<file path="src/rtl/axi_vec_fetch.sv">
// AXI4 read master: turns a vector index into one INCR burst and assembles the
// returned beats into a single library vector offered on a valid/ready port.
`ifndef CFG_VEC_WIDTH
`define CFG_VEC_WIDTH 600
`endif
`ifndef CFG_LIB_VEC_NUM
`define CFG_LIB_VEC_NUM 8
`endif

module axi_vec_fetch #(
    parameter int ID_WIDTH   = 4,
    parameter int DATA_WIDTH = 256,
    parameter int ADDR_WIDTH = 32,
    parameter int VEC_WIDTH  = `CFG_VEC_WIDTH,
    parameter int VEC_NUM    = `CFG_LIB_VEC_NUM,
    parameter int IDX_W      = 16,
    parameter logic [ADDR_WIDTH-1:0] BASE_ADDR = '0,
    parameter logic [ID_WIDTH-1:0]   AXI_ID    = '0
) (
    input  logic                  ACLK,
    input  logic                  ARESETN,
    input  logic                  req_valid,
    output logic                  req_ready,
    input  logic [IDX_W-1:0]      req_idx,
    output logic [ADDR_WIDTH-1:0] M_AXI_araddr,
    output logic [7:0]            M_AXI_arlen,
    output logic [2:0]            M_AXI_arsize,
    output logic [1:0]            M_AXI_arburst,
    output logic [ID_WIDTH-1:0]   M_AXI_arid,
    output logic [3:0]            M_AXI_arcache,
    output logic [1:0]            M_AXI_arlock,
    output logic [2:0]            M_AXI_arprot,
    output logic [3:0]            M_AXI_arqos,
    output logic                  M_AXI_arvalid,
    input  logic                  M_AXI_arready,
    input  logic [ID_WIDTH-1:0]   M_AXI_rid,
    input  logic [DATA_WIDTH-1:0] M_AXI_rdata,
    input  logic [1:0]            M_AXI_rresp,
    input  logic                  M_AXI_rlast,
    input  logic                  M_AXI_rvalid,
    output logic                  M_AXI_rready,
    output logic                  vec_valid,
    input  logic                  vec_ready,
    output logic [VEC_WIDTH-1:0]  vec_data,
    output logic                  vec_err,
    output logic                  busy
);

    localparam int SLICE_NUM = (VEC_WIDTH + DATA_WIDTH - 1) / DATA_WIDTH;
    localparam int BPB       = DATA_WIDTH / 8;
    localparam int STRIDE    = SLICE_NUM * BPB;
    localparam int BW        = $clog2(SLICE_NUM + 1);
    localparam logic [BW-1:0]  LAST_BEAT = BW'(SLICE_NUM - 1);
    localparam logic [BW-1:0]  OVER_BEAT = BW'(SLICE_NUM);
    localparam logic [IDX_W:0] IDX_LIMIT = (IDX_W + 1)'(VEC_NUM);

    typedef enum logic [1:0] {S_IDLE, S_AR, S_RD, S_OUT} state_t;

    state_t                r_state;
    logic                  r_arvalid;
    logic                  r_rready;
    logic                  r_vecValid;
    logic                  r_err;
    logic [ADDR_WIDTH-1:0] r_araddr;
    logic [BW-1:0]         r_beat;

    logic                  w_reqFire;
    logic                  w_idxOk;
    logic                  w_beatFire;
    logic                  w_beatErr;
    logic [ADDR_WIDTH-1:0] w_reqAddr;
    logic [VEC_WIDTH-1:0]  w_vec;

    assign w_reqFire  = (r_state == S_IDLE) && req_valid;
    assign w_idxOk    = {1'b0, req_idx} < IDX_LIMIT;
    assign w_beatFire = r_rready && M_AXI_rvalid;
    assign w_reqAddr  = BASE_ADDR + ADDR_WIDTH'(req_idx) * ADDR_WIDTH'(STRIDE);
    // The beat counter saturates at OVER_BEAT, which marks every overrun beat as bad.
    assign w_beatErr  = (M_AXI_rresp != 2'b00) || (M_AXI_rid != AXI_ID) || (r_beat == OVER_BEAT);

    always_ff @(posedge ACLK or negedge ARESETN) begin
        if (!ARESETN) begin
            r_state    <= S_IDLE;
            r_arvalid  <= 1'b0;
            r_rready   <= 1'b0;
            r_vecValid <= 1'b0;
            r_err      <= 1'b0;
            r_araddr   <= '0;
            r_beat     <= '0;
        end else begin
            case (r_state)
                S_IDLE: begin
                    if (req_valid) begin
                        if (w_idxOk) begin
                            r_araddr  <= w_reqAddr;
                            r_err     <= 1'b0;
                            r_arvalid <= 1'b1;
                            r_state   <= S_AR;
                        end else begin
                            r_err      <= 1'b1;
                            r_vecValid <= 1'b1;
                            r_state    <= S_OUT;
                        end
                    end
                end
                S_AR: begin
                    if (M_AXI_arready) begin
                        r_arvalid <= 1'b0;
                        r_rready  <= 1'b1;
                        r_beat    <= '0;
                        r_state   <= S_RD;
                    end
                end
                S_RD: begin
                    if (M_AXI_rvalid) begin
                        if (w_beatErr || (M_AXI_rlast && (r_beat < LAST_BEAT))) begin
                            r_err <= 1'b1;
                        end
                        if (M_AXI_rlast) begin
                            r_rready   <= 1'b0;
                            r_vecValid <= 1'b1;
                            r_state    <= S_OUT;
                        end else if (r_beat != OVER_BEAT) begin
                            r_beat <= r_beat + BW'(1);
                        end
                    end
                end
                S_OUT: begin
                    if (vec_ready) begin
                        r_vecValid <= 1'b0;
                        r_state    <= S_IDLE;
                    end
                end
                default: r_state <= S_IDLE;
            endcase
        end
    end

    // One register per slice; the top slice is trimmed so no storage exists above VEC_WIDTH.
    for (genvar s = 0; s < SLICE_NUM; s++) begin : g_slice
        localparam int LO = s * DATA_WIDTH;
        localparam int W  = ((VEC_WIDTH - LO) < DATA_WIDTH) ? (VEC_WIDTH - LO) : DATA_WIDTH;
        logic [W-1:0] r_slice;
        always_ff @(posedge ACLK or negedge ARESETN) begin
            if (!ARESETN) begin
                r_slice <= '0;
            end else if (w_reqFire) begin
                r_slice <= '0;
            end else if (w_beatFire && (r_beat == BW'(s))) begin
                r_slice <= M_AXI_rdata[W-1:0];
            end
        end
        assign w_vec[LO +: W] = r_slice;
    end

    assign M_AXI_araddr  = r_araddr;
    assign M_AXI_arlen   = 8'(SLICE_NUM - 1);
    assign M_AXI_arsize  = 3'($clog2(BPB));
    assign M_AXI_arburst = 2'b01;
    assign M_AXI_arid    = AXI_ID;
    assign M_AXI_arcache = 4'b0011;
    assign M_AXI_arlock  = 2'b00;
    assign M_AXI_arprot  = 3'b000;
    assign M_AXI_arqos   = 4'b0000;
    assign M_AXI_arvalid = r_arvalid;
    assign M_AXI_rready  = r_rready;
    assign vec_valid     = r_vecValid;
    assign vec_data      = w_vec;
    assign vec_err       = r_err;
    assign req_ready     = (r_state == S_IDLE);
    assign busy          = (r_state != S_IDLE);

endmodule

</file>
<file path="config.mk">
export PLATFORM = sky130hd
export DESIGN_NAME = axi_vec_fetch
export DESIGN_NICKNAME = d
export VERILOG_FILES = /design/src/rtl/axi_vec_fetch.sv
export SDC_FILE = /design/constraint.sdc
export NUM_CORES = 1
export LEC_CHECK = 0
export ABC_AREA = 1
export ABC_CLOCK_PERIOD_IN_PS = 4300
export CORE_AREA = 2 2 369 371
export CTS_CLUSTER_SIZE = 10
export DETAILED_ROUTE_END_ITERATION = 8
export DIE_AREA = 0 0 371 373
export GPL_ROUTABILITY_DRIVEN = 0
export PLACE_DENSITY = 0.52
export SLEW_MARGIN = 20
export SYNTH_ARGS = -nofsm -noshare
export SYNTH_HDL_FRONTEND = slang
export SYNTH_SLANG_ARGS = --single-unit
</file>
<file path="constraint.sdc">
create_clock -name ACLK -period 4.3 [get_ports ACLK]
set_clock_uncertainty 0.2 [all_clocks]
set_input_delay 0.43 -clock ACLK [delete_from_list [all_inputs] [get_ports ACLK]]
set_output_delay 0.43 -clock ACLK [all_outputs]
set_load 0.01 [all_outputs]
</file>
==> results of run 1 <==
==> sequential cells by signal, indices dropped and copies added (netlist names) <==
name and count:
M_AXI_arvalid 1, g_slice.r_slice 600, vec_valid 1, M_AXI_araddr 18, r_beat 2, r_state 2
M_AXI_rready 1, vec_err 1
==> cell type report <==
type | instances | share of cell area
Inverter | 321 | 0.0298
Clock buffer | 107 | 0.0529
Tap cell | 1781 | 0.0548
Antenna cell | 4 | 0.000246
Multi-Input combinational cell | 1170 | 0.231
Clock inverter | 14 | 0.00566
Sequential cell | 626 | 0.385
Timing Repair Buffer | 966 | 0.241
==> routing by layer <==
metal	vias to the layer above	wire length [um]	track usage
met5	-	44	0
met4	6	3780	0.0579
met3	144	8510	0.0521
met2	646	48500	0.236
met1	9582	42200	0.176
li1	8921	-	-
==> per-stage QoR <==
| step | hold WS (ns) | worst slack (ns) | total power [mW] | cell area [um2] | util |
|---|---|---|---|---|---|
| after CTS | 0.0999 | 1.26 | 33.4 | 40700 | 0.302 |
| after floorplan | -0.0656 | 2.22 | 17.5 | 27200 | - |
| after detailed placement | 0.262 | 1.31 | 26.8 | 38300 | 0.284 |
| after global routing | 0.138 | 1.20 | 34.6 | 40700 | 0.302 |
| after global placement | 0.256 | 1.33 | 26.7 | 38300 | 0.284 |
| final | 0.186 | 1.36 | 32.7 | 40700 | 0.302 |
==> how the worst max path moves through the flow <==
stage                      startpoint                 endpoint  slack [ns]
after global routing       r_state[1]  g_slice[1].r_slice[109]        1.20
after detailed placement  req_idx[11]         M_AXI_araddr[10]        1.31
after floorplan            r_state[0]   g_slice[2].r_slice[67]        2.22
after global placement    req_idx[11]          M_AXI_araddr[8]        1.33
final                      r_state[1]                     busy        1.36
after CTS                  r_state[1]                     busy        1.26
==> cell families after synthesis <==
kind of cell	count (synthesis)	share of synthesized area
other cells	2	0.000278
fa+ha+maj	35	0.0165
buf+inv	461	0.0794
compound gates	22	0.00421
simple gates	462	0.0674
flops	626	0.580
mux	600	0.250
xor+xnor	7	0.00227
==> power by group <==
part	leakage [nW]	switching, mW	internal [mW]
clock network	1.15	2.68	3.57
registers	7.57	1.75	8.91
logic	9.34	6.90	8.89
total	18.1	11.3	21.4
==> layout by cell type (no fill, tap or decap), types with 2 or more instances in the layout <==
cell	Yosys	final
sky130_fd_sc_hd__nor2_1	278	278
sky130_fd_sc_hd__xor2_1	5	5
sky130_fd_sc_hd__conb_1	2	44
sky130_fd_sc_hd__ha_1	34	34
sky130_fd_sc_hd__clkbuf_1	1	20
sky130_fd_sc_hd__nand3b_1	4	4
sky130_fd_sc_hd__xnor2_1	2	2
sky130_fd_sc_hd__or2_2	4	4
sky130_fd_sc_hd__nand2_1	136	133
sky130_fd_sc_hd__diode_2	0	4
sky130_fd_sc_hd__o21ai_0	11	11
sky130_fd_sc_hd__nand3_1	27	27
sky130_fd_sc_hd__clkinvlp_4	0	2
sky130_fd_sc_hd__clkinv_2	0	4
sky130_fd_sc_hd__inv_1	320	320
sky130_fd_sc_hd__clkbuf_16	0	78
sky130_fd_sc_hd__nor4_1	2	2
sky130_fd_sc_hd__mux2_2	600	600
sky130_fd_sc_hd__buf_4	96	37
sky130_fd_sc_hd__a21oi_1	9	9
sky130_fd_sc_hd__nor3_1	4	4
sky130_fd_sc_hd__clkdlybuf4s50_1	0	907
sky130_fd_sc_hd__nand2_4	0	3
sky130_fd_sc_hd__dfrtp_1	626	626
sky130_fd_sc_hd__clkinv_16	0	4
sky130_fd_sc_hd__clkbuf_8	0	9
sky130_fd_sc_hd__nand4_1	3	3
sky130_fd_sc_hd__buf_12	0	20
==> what timing repair did <==
action,in CTS,in global routing
setup buffers,0,0
hold buffers,1,0
endpoints found under the hold margin,80,0
==> worst max-delay path, stage by stage (launching register included) <==
cell	delay [ns]
sky130_fd_sc_hd__dfrtp_1	0.40
sky130_fd_sc_hd__inv_1	0.10
sky130_fd_sc_hd__ha_1	0.42
sky130_fd_sc_hd__inv_1	0.21
sky130_fd_sc_hd__clkdlybuf4s50_1	0.53
==> impl_summary.log, run 1 <==
INFO  metric final_cells = approximately 5000
INFO  metric yosysTopAreaCellShare = 0.580
INFO  metric io-pin-count = roughly 950
INFO  metric worstHoldPathType = in -> reg
INFO  metric drc = 0
INFO  metric syn_area_per_cell = approximately 12 um2
INFO  metric hp-start = req_idx[0]
INFO  metric regArea = ~16000 um2
INFO  metric path_class = reg -> out
INFO  metric vias = between 15000 and 20000
INFO  metric worst_ep_required_time = 3.67 ns
INFO  metric post_route_cells_drive_above_1_share = 0.240
INFO  metric vias_in_the_first_global_route = 20000
INFO  metric timing.final.hold_violations = 0
INFO  metric vias_per_cell = between 3 and 4
INFO  metric number_of_clock_sinks = between 600 and 700
INFO  metric clkTransAtPathRegs = 0.06 ns
INFO  metric worstPathArrival = roughly 2.3 ns
INFO  metric synthTopCellsByArea = sky130_fd_sc_hd__dfrtp_1 (58%), sky130_fd_sc_hd__mux2_2 (25%), sky130_fd_sc_hd__inv_1 (4.4%)
INFO  metric die_x = around 370 um
INFO  metric power.leakage = around 18 nW
INFO  metric tightest_slew = 0.933 ns
INFO  metric reg2reg_from = r_state[1]
INFO  metric tritoncts.num_buffers = between 70 and 80
INFO  metric fmaxAchievable = 0.340 GHz
INFO  metric initialDrtViolationCount = just under 800
INFO  metric timing.hold.worst_path_depth = 3
INFO  metric peakVddDrop = between 0.4 and 0.5 mV
INFO  metric finalMaxSlewViolations = 0
INFO  metric totalNegativeSetupSlack = 0 ns
INFO  metric post_cts_resized = 0
INFO  metric routedWlPerCell = 20.7 um
INFO  metric fp-row-count = ~140
INFO  metric starting_density = 0.201
INFO  metric io_buffers = a little over 900
INFO  metric rsz0062_at_grt = false
INFO  metric number_of_antenna_violations_at_the_first_check_in_global_routing = 7
INFO  metric postSynth.topFlopCell = sky130_fd_sc_hd__dfrtp_1
INFO  metric post_synth_most_frequent_cells = sky130_fd_sc_hd__dfrtp_1 (626), sky130_fd_sc_hd__mux2_2 (600), sky130_fd_sc_hd__inv_1 (320), sky130_fd_sc_hd__nor2_1 (278), sky130_fd_sc_hd__nand2_1 (136)
INFO  metric nFillCells = about 14000
INFO  metric cp_max_fo = 8
INFO  metric synth.ff_latch_count = ~630
INFO  metric cts_buffer_depth = 3
INFO  metric finalSetupViolations = 0
INFO  metric globalRouteOverflowTotal = 0
INFO  metric groute.usage.overall = 0.146
INFO  metric cts-htree-levels = 3
INFO  metric placeableCoreArea = around 130000 um2
INFO  metric synth_async_sr_flop_share = 1.00
INFO  metric synth.cell_area = roughly 27000 um2
INFO  metric layout.nets = roughly 3500
INFO  metric start_kind = flip-flop
INFO  metric clk_root_buffer_cell = sky130_fd_sc_hd__clkbuf_16
INFO  metric post_dp_hpwl = 79600 um
INFO  metric finalCriticalPeriod = ~3 ns
INFO  metric die_area = roughly 140000 um2
INFO  metric synth_cells = 2215
INFO  metric area_growth = 50.5%
INFO  metric source_to_sink_clock_delay_at_the_later_pin_of_the_worst_skew_pair = between 0.6 and 0.7 ns
INFO  metric pin_count_of_the_biggest_net_entering_global_routing = around 100
INFO  metric number_of_enable_flip_flop_cells_after_synthesis = 0
INFO  metric outcome = completed
INFO  metric timing.max_cap.violations = 0
INFO  metric rr_endpoint = g_slice[1].r_slice[131]
INFO  metric antenna_violating_nets_post_route = 0
INFO  metric power_per_cell_area = ~800 nW/um2
INFO  metric ys_warn_count = 0
INFO  metric die_height = ~370 um
INFO  metric multi_input_comb_area = between 9000 and 10000 um2
INFO  metric synth.distinct_cells = 28
INFO  metric grt_pass1_wl = about 150000 um
INFO  metric setup.reg_to_reg.worst_slack = roughly 1.4 ns
INFO  metric sequential_element_share_of_the_synthesized_area = 0.580
INFO  metric timing.max_slew.rel_slack = 0.378
INFO  metric drtPass1Iterations = 5
INFO  metric tritoncts = yes
INFO  metric crit_path_end_kind = output port
INFO  metric drt-total-wl = between 100000 and 150000 um
INFO  metric timing.hold.worst_endpoint = M_AXI_araddr[5]
INFO  metric synth_top_cell_by_area = sky130_fd_sc_hd__dfrtp_1
INFO  metric dp_cells = about 4900
INFO  metric r2r_cells = 6
INFO  metric yosysMostFrequentCell = sky130_fd_sc_hd__dfrtp_1
INFO  metric layout_worst_path_cycle_share = 0.684
Note: power is estimated with default switching activity, not from simulation.
==> run 2: changes to the inputs <==
--- a/config.mk
+++ b/config.mk
@@ -6,13 +6,13 @@
 export NUM_CORES = 1
 export LEC_CHECK = 0
 export ABC_AREA = 1
-export ABC_CLOCK_PERIOD_IN_PS = 4300
+export ABC_CLOCK_PERIOD_IN_PS = 2500
 export CORE_AREA = 2 2 369 371
 export CTS_CLUSTER_SIZE = 10
 export DETAILED_ROUTE_END_ITERATION = 8
 export DIE_AREA = 0 0 371 373
 export GPL_ROUTABILITY_DRIVEN = 0
-export PLACE_DENSITY = 0.52
+export PLACE_DENSITY = 0.54
 export SLEW_MARGIN = 20
 export SYNTH_ARGS = -nofsm -noshare
 export SYNTH_HDL_FRONTEND = slang
==> constraint.sdc (replaced) <==
create_clock -name ACLK -period 2.5 [get_ports ACLK]
set_clock_uncertainty 0.2 [all_clocks]
set_input_delay 0.25 -clock ACLK [delete_from_list [all_inputs] [get_ports ACLK]]
set_output_delay 0.25 -clock ACLK [all_outputs]
set_load 0.01 [all_outputs]
==> run 2 against run 1 <==
Die area is the same. Sequential share of layout area shrank 0.39 points. Design area grew 1.0%.
==> impl_summary.log, run 2 (same netlist as run 1, synthesis figures left out) <==
INFO  metric initialDrtViolationCount = 849 (+9.4%)
INFO  metric layout_worst_path_cycle_share = 0.939
INFO  metric layout.nets = 3531 (+1.4%)
INFO  metric largest_reg_flops = 600 (unchanged)
INFO  metric timing.max_cap.violations = 0 (unchanged)
INFO  metric source_to_sink_clock_delay_at_the_later_pin_of_the_worst_skew_pair = 0.66 ns (+0.02 ns)
INFO  metric routedWlPerCell = 20.6 um (-0.34%)
INFO  metric area_growth = 52.1%
INFO  metric fp-row-count = 135 (unchanged)
INFO  metric io_buffers = 908 (unchanged)
INFO  metric tightest_slew = 0.605 ns (-0.328 ns)
INFO  metric post_dp_hpwl = 81500 um (+2.4%)
INFO  metric finalCriticalPeriod = roughly 2.3 ns
INFO  metric power_per_cell_area = 1380 nW/um2 (+72%)
INFO  metric cts_buffer_depth = 3 (unchanged)
INFO  metric vias_per_cell = 3.88 (+0.36%)
INFO  metric timing.critical_path.buf_inv = 4 (+1)
INFO  metric finalSetupViolations = 0 (unchanged)
INFO  metric rsz0062_at_grt = false
INFO  metric standard_cell_with_the_maximum_stage_delay_on_the_critical_path = sky130_fd_sc_hd__dfrtp_1
INFO  metric io-pin-count = 953 (unchanged)
INFO  metric starting_density = 0.201 (unchanged)
INFO  metric cp_max_fo = 28 (+20)
INFO  metric vias_in_the_first_global_route = 20500 (+2.5%)
INFO  metric final_cells = 5032 (+0.86%)
INFO  metric drtPass1Iterations = 5 (unchanged)
INFO  metric timing.final.hold_violations = 0 (unchanged)
INFO  metric registers.top_by_ff_count = g_slice.r_slice
INFO  metric path_class = reg -> reg
INFO  metric drc = 0 (unchanged)
INFO  metric dp_cells = 4909 (+0.95%)
INFO  metric worstPathArrival = 2.73 ns (+0.42 ns)
INFO  metric layout_commonest_cell = sky130_fd_sc_hd__clkdlybuf4s50_1
INFO  metric drt-total-wl = 104000 um (+0.52%)
INFO  metric nFillCells = 13800 (-0.16%)
INFO  metric fmaxAchievable = ~0.43 GHz
INFO  metric worstHoldPathType = in -> reg
INFO  metric clockPowerShare = 0.185 (-0.006)
INFO  metric peakVddDrop = 0.612 mV (+46%)
INFO  metric cellInternalPower = 37.1 mW (+74%)
INFO  metric antenna_violating_nets_post_route = 0 (unchanged)
INFO  metric tritoncts = yes
INFO  metric crit_chain = inv_1 > ha_1 > nand2_2 > inv_8 > buf_12 > buf_4 > nor2_1 > mux2_2
INFO  metric layout.cells.most_common_list = sky130_fd_sc_hd__clkdlybuf4s50_1 (903), sky130_fd_sc_hd__dfrtp_1 (626), sky130_fd_sc_hd__mux2_2 (600)
INFO  metric power.leakage = 18.3 nW (+1.5%)
INFO  metric die_height = 373 um (unchanged)
INFO  metric worst_ep_required_time = 2.88 ns (-0.79 ns)
INFO  metric vias = 19500 (+1.2%)
INFO  metric crit_path_end_kind = flip-flop
INFO  metric clk_root_buffer_cell = sky130_fd_sc_hd__clkbuf_16
INFO  metric switching_share = 0.346 (about the same)
INFO  metric cts-htree-levels = 3 (unchanged)
INFO  metric start_kind = flip-flop
INFO  metric power.net_switching = 19.7 mW (+74%)
INFO  metric clkTransAtPathRegs = 0.06 ns (about the same)
INFO  metric number_of_antenna_violations_at_the_first_check_in_global_routing = 4 (-3)
INFO  metric post-cts-setup-buffers = 0 (unchanged)
INFO  metric power.share.combinational = 0.492 (+0.009)
INFO  metric crit_path_setup_slack_layout = 0.151 ns (-1.21 ns)
INFO  metric globalRouteOverflowTotal = 0 (unchanged)
INFO  metric totalNegativeSetupSlack = 0 ns (unchanged)
INFO  metric placeableCoreArea = 135000 um2 (unchanged)
INFO  metric timing.max_slew.rel_slack = 0.596 (+0.217)
INFO  metric share_seq_of_total_power = 0.323 (-0.003)
INFO  metric die_x = 371 um (unchanged)
INFO  metric placement.setup.worst_slack = -0.0352 ns (-1.34 ns)
INFO  metric tritoncts.num_buffers = 78 (unchanged)
INFO  metric finalMaxSlewViolations = 0 (unchanged)
INFO  metric post_route_cells_drive_above_1_share = 0.250 (+0.00991)
INFO  metric pin_count_of_the_biggest_net_entering_global_routing = 78 (-20%)
INFO  metric die_area = 138000 um2 (unchanged)
INFO  metric grt_pass1_wl = 147000 um (+0.23%)
INFO  metric number_of_clock_sinks = 626 (unchanged)
INFO  metric timing.critical_path.max_delay_family = simple AND/OR/NAND/NOR gates
INFO  metric critical_path.max_stage_delay = 0.40 ns (-0.13 ns)
INFO  metric groute.usage.overall = 0.146 (+0.000156)
INFO  metric outcome = completed
-- run 2: worst paths after layout --
check                                      from                      end  slack [ns]  depth (start not counted)
worst max-delay path                 r_state[0]   g_slice[1].r_slice[72]        0.15                          8
worst min-delay path                 req_idx[1]          M_AXI_araddr[6]        0.16                          4
worst max register to register       r_state[0]   g_slice[1].r_slice[72]        0.15                          8
worst min register to register  M_AXI_araddr[7]          M_AXI_araddr[7]        0.27                          2
max in group asynchronous               ARESETN  g_slice[1].r_slice[121]        1.39                          3
min in group asynchronous               ARESETN   g_slice[0].r_slice[67]        0.25                          3
-- run 2: what timing repair did --
| action | 4_1_cts | 5_1_grt |
|---|---|---|
| hold endpoints to repair | 627 | 0 |
| pin swaps | 0 | 0 |
| gates cloned | 0 | 0 |
| hold buffers | 3 | 0 |
| gates resized for setup | 3 | 3 |
| setup endpoints to repair | 2 | 3 |
-- run 2: power groups by stage --
stage,logic (mW),registers (mW),clock network [mW]
finish,27.9,18.3,10.5
detailed placement,28.4,18.5,0
floorplan,9.77,20.3,0
global route,29.6,19.0,11.3
global placement,28.3,18.4,0
CTS,28.5,18.4,10.9
-- run 2: cell type report --
cell class | count | area (um2) | area share
timing repair buffer | 1014 | 10300 | 0.250
multi-input combinational | 1170 | 9390 | 0.229
clock inverter | 12 | 183 | 0.00445
inverter | 321 | 1210 | 0.0295
tap | 1781 | 2230 | 0.0542
sequential | 626 | 15700 | 0.381
antenna | 2 | 5.00 | 0.000122
clock buffer | 106 | 2120 | 0.0515
-- run 2: worst register-to-register path, stage by stage, from the launching register on --
cell and delay [ns]:
sky130_fd_sc_hd__dfrtp_1 0.40, sky130_fd_sc_hd__inv_1 0.08, sky130_fd_sc_hd__ha_1 0.23, sky130_fd_sc_hd__nand2_2 0.26, sky130_fd_sc_hd__inv_8 0.08, sky130_fd_sc_hd__buf_12 0.18
sky130_fd_sc_hd__buf_4 0.26, sky130_fd_sc_hd__nor2_1 0.35, sky130_fd_sc_hd__mux2_2 0.24
-- run 2: metrics by stage --
step | instance area [um2] | utilization | hold slack (ns) | total power, mW
global route | 41100 | 0.305 | 0.128 | 59.9
CTS | 41100 | 0.305 | 0.0802 | 57.8
floorplan | 27200 | - | -0.246 | 30.0
detailed placement | 38700 | 0.288 | 0.0878 | 46.9
finish | 41100 | 0.305 | 0.160 | 56.8
global placement | 38700 | 0.288 | 0.0838 | 46.7
-- run 2: metal layers --
metal  global-route usage  wire length [um]  vias to the layer above
li1                     -                 -                     8991
met1                0.175             42300                     9705
met2                0.239             48800                      677
met3               0.0527              8450                      161
met4               0.0558              3990                        2
met5                    0                13                        -
==> run 3: changes to the inputs <==
--- a/config.mk
+++ b/config.mk
@@ -7,6 +7,7 @@
 export LEC_CHECK = 0
 export ABC_AREA = 1
 export ABC_CLOCK_PERIOD_IN_PS = 2500
+export CAP_MARGIN = 10
 export CORE_AREA = 2 2 369 371
 export CTS_CLUSTER_SIZE = 10
 export DETAILED_ROUTE_END_ITERATION = 8
==> results of run 3 <==
Final layout, timing and power as in run 2 (identical DEF).
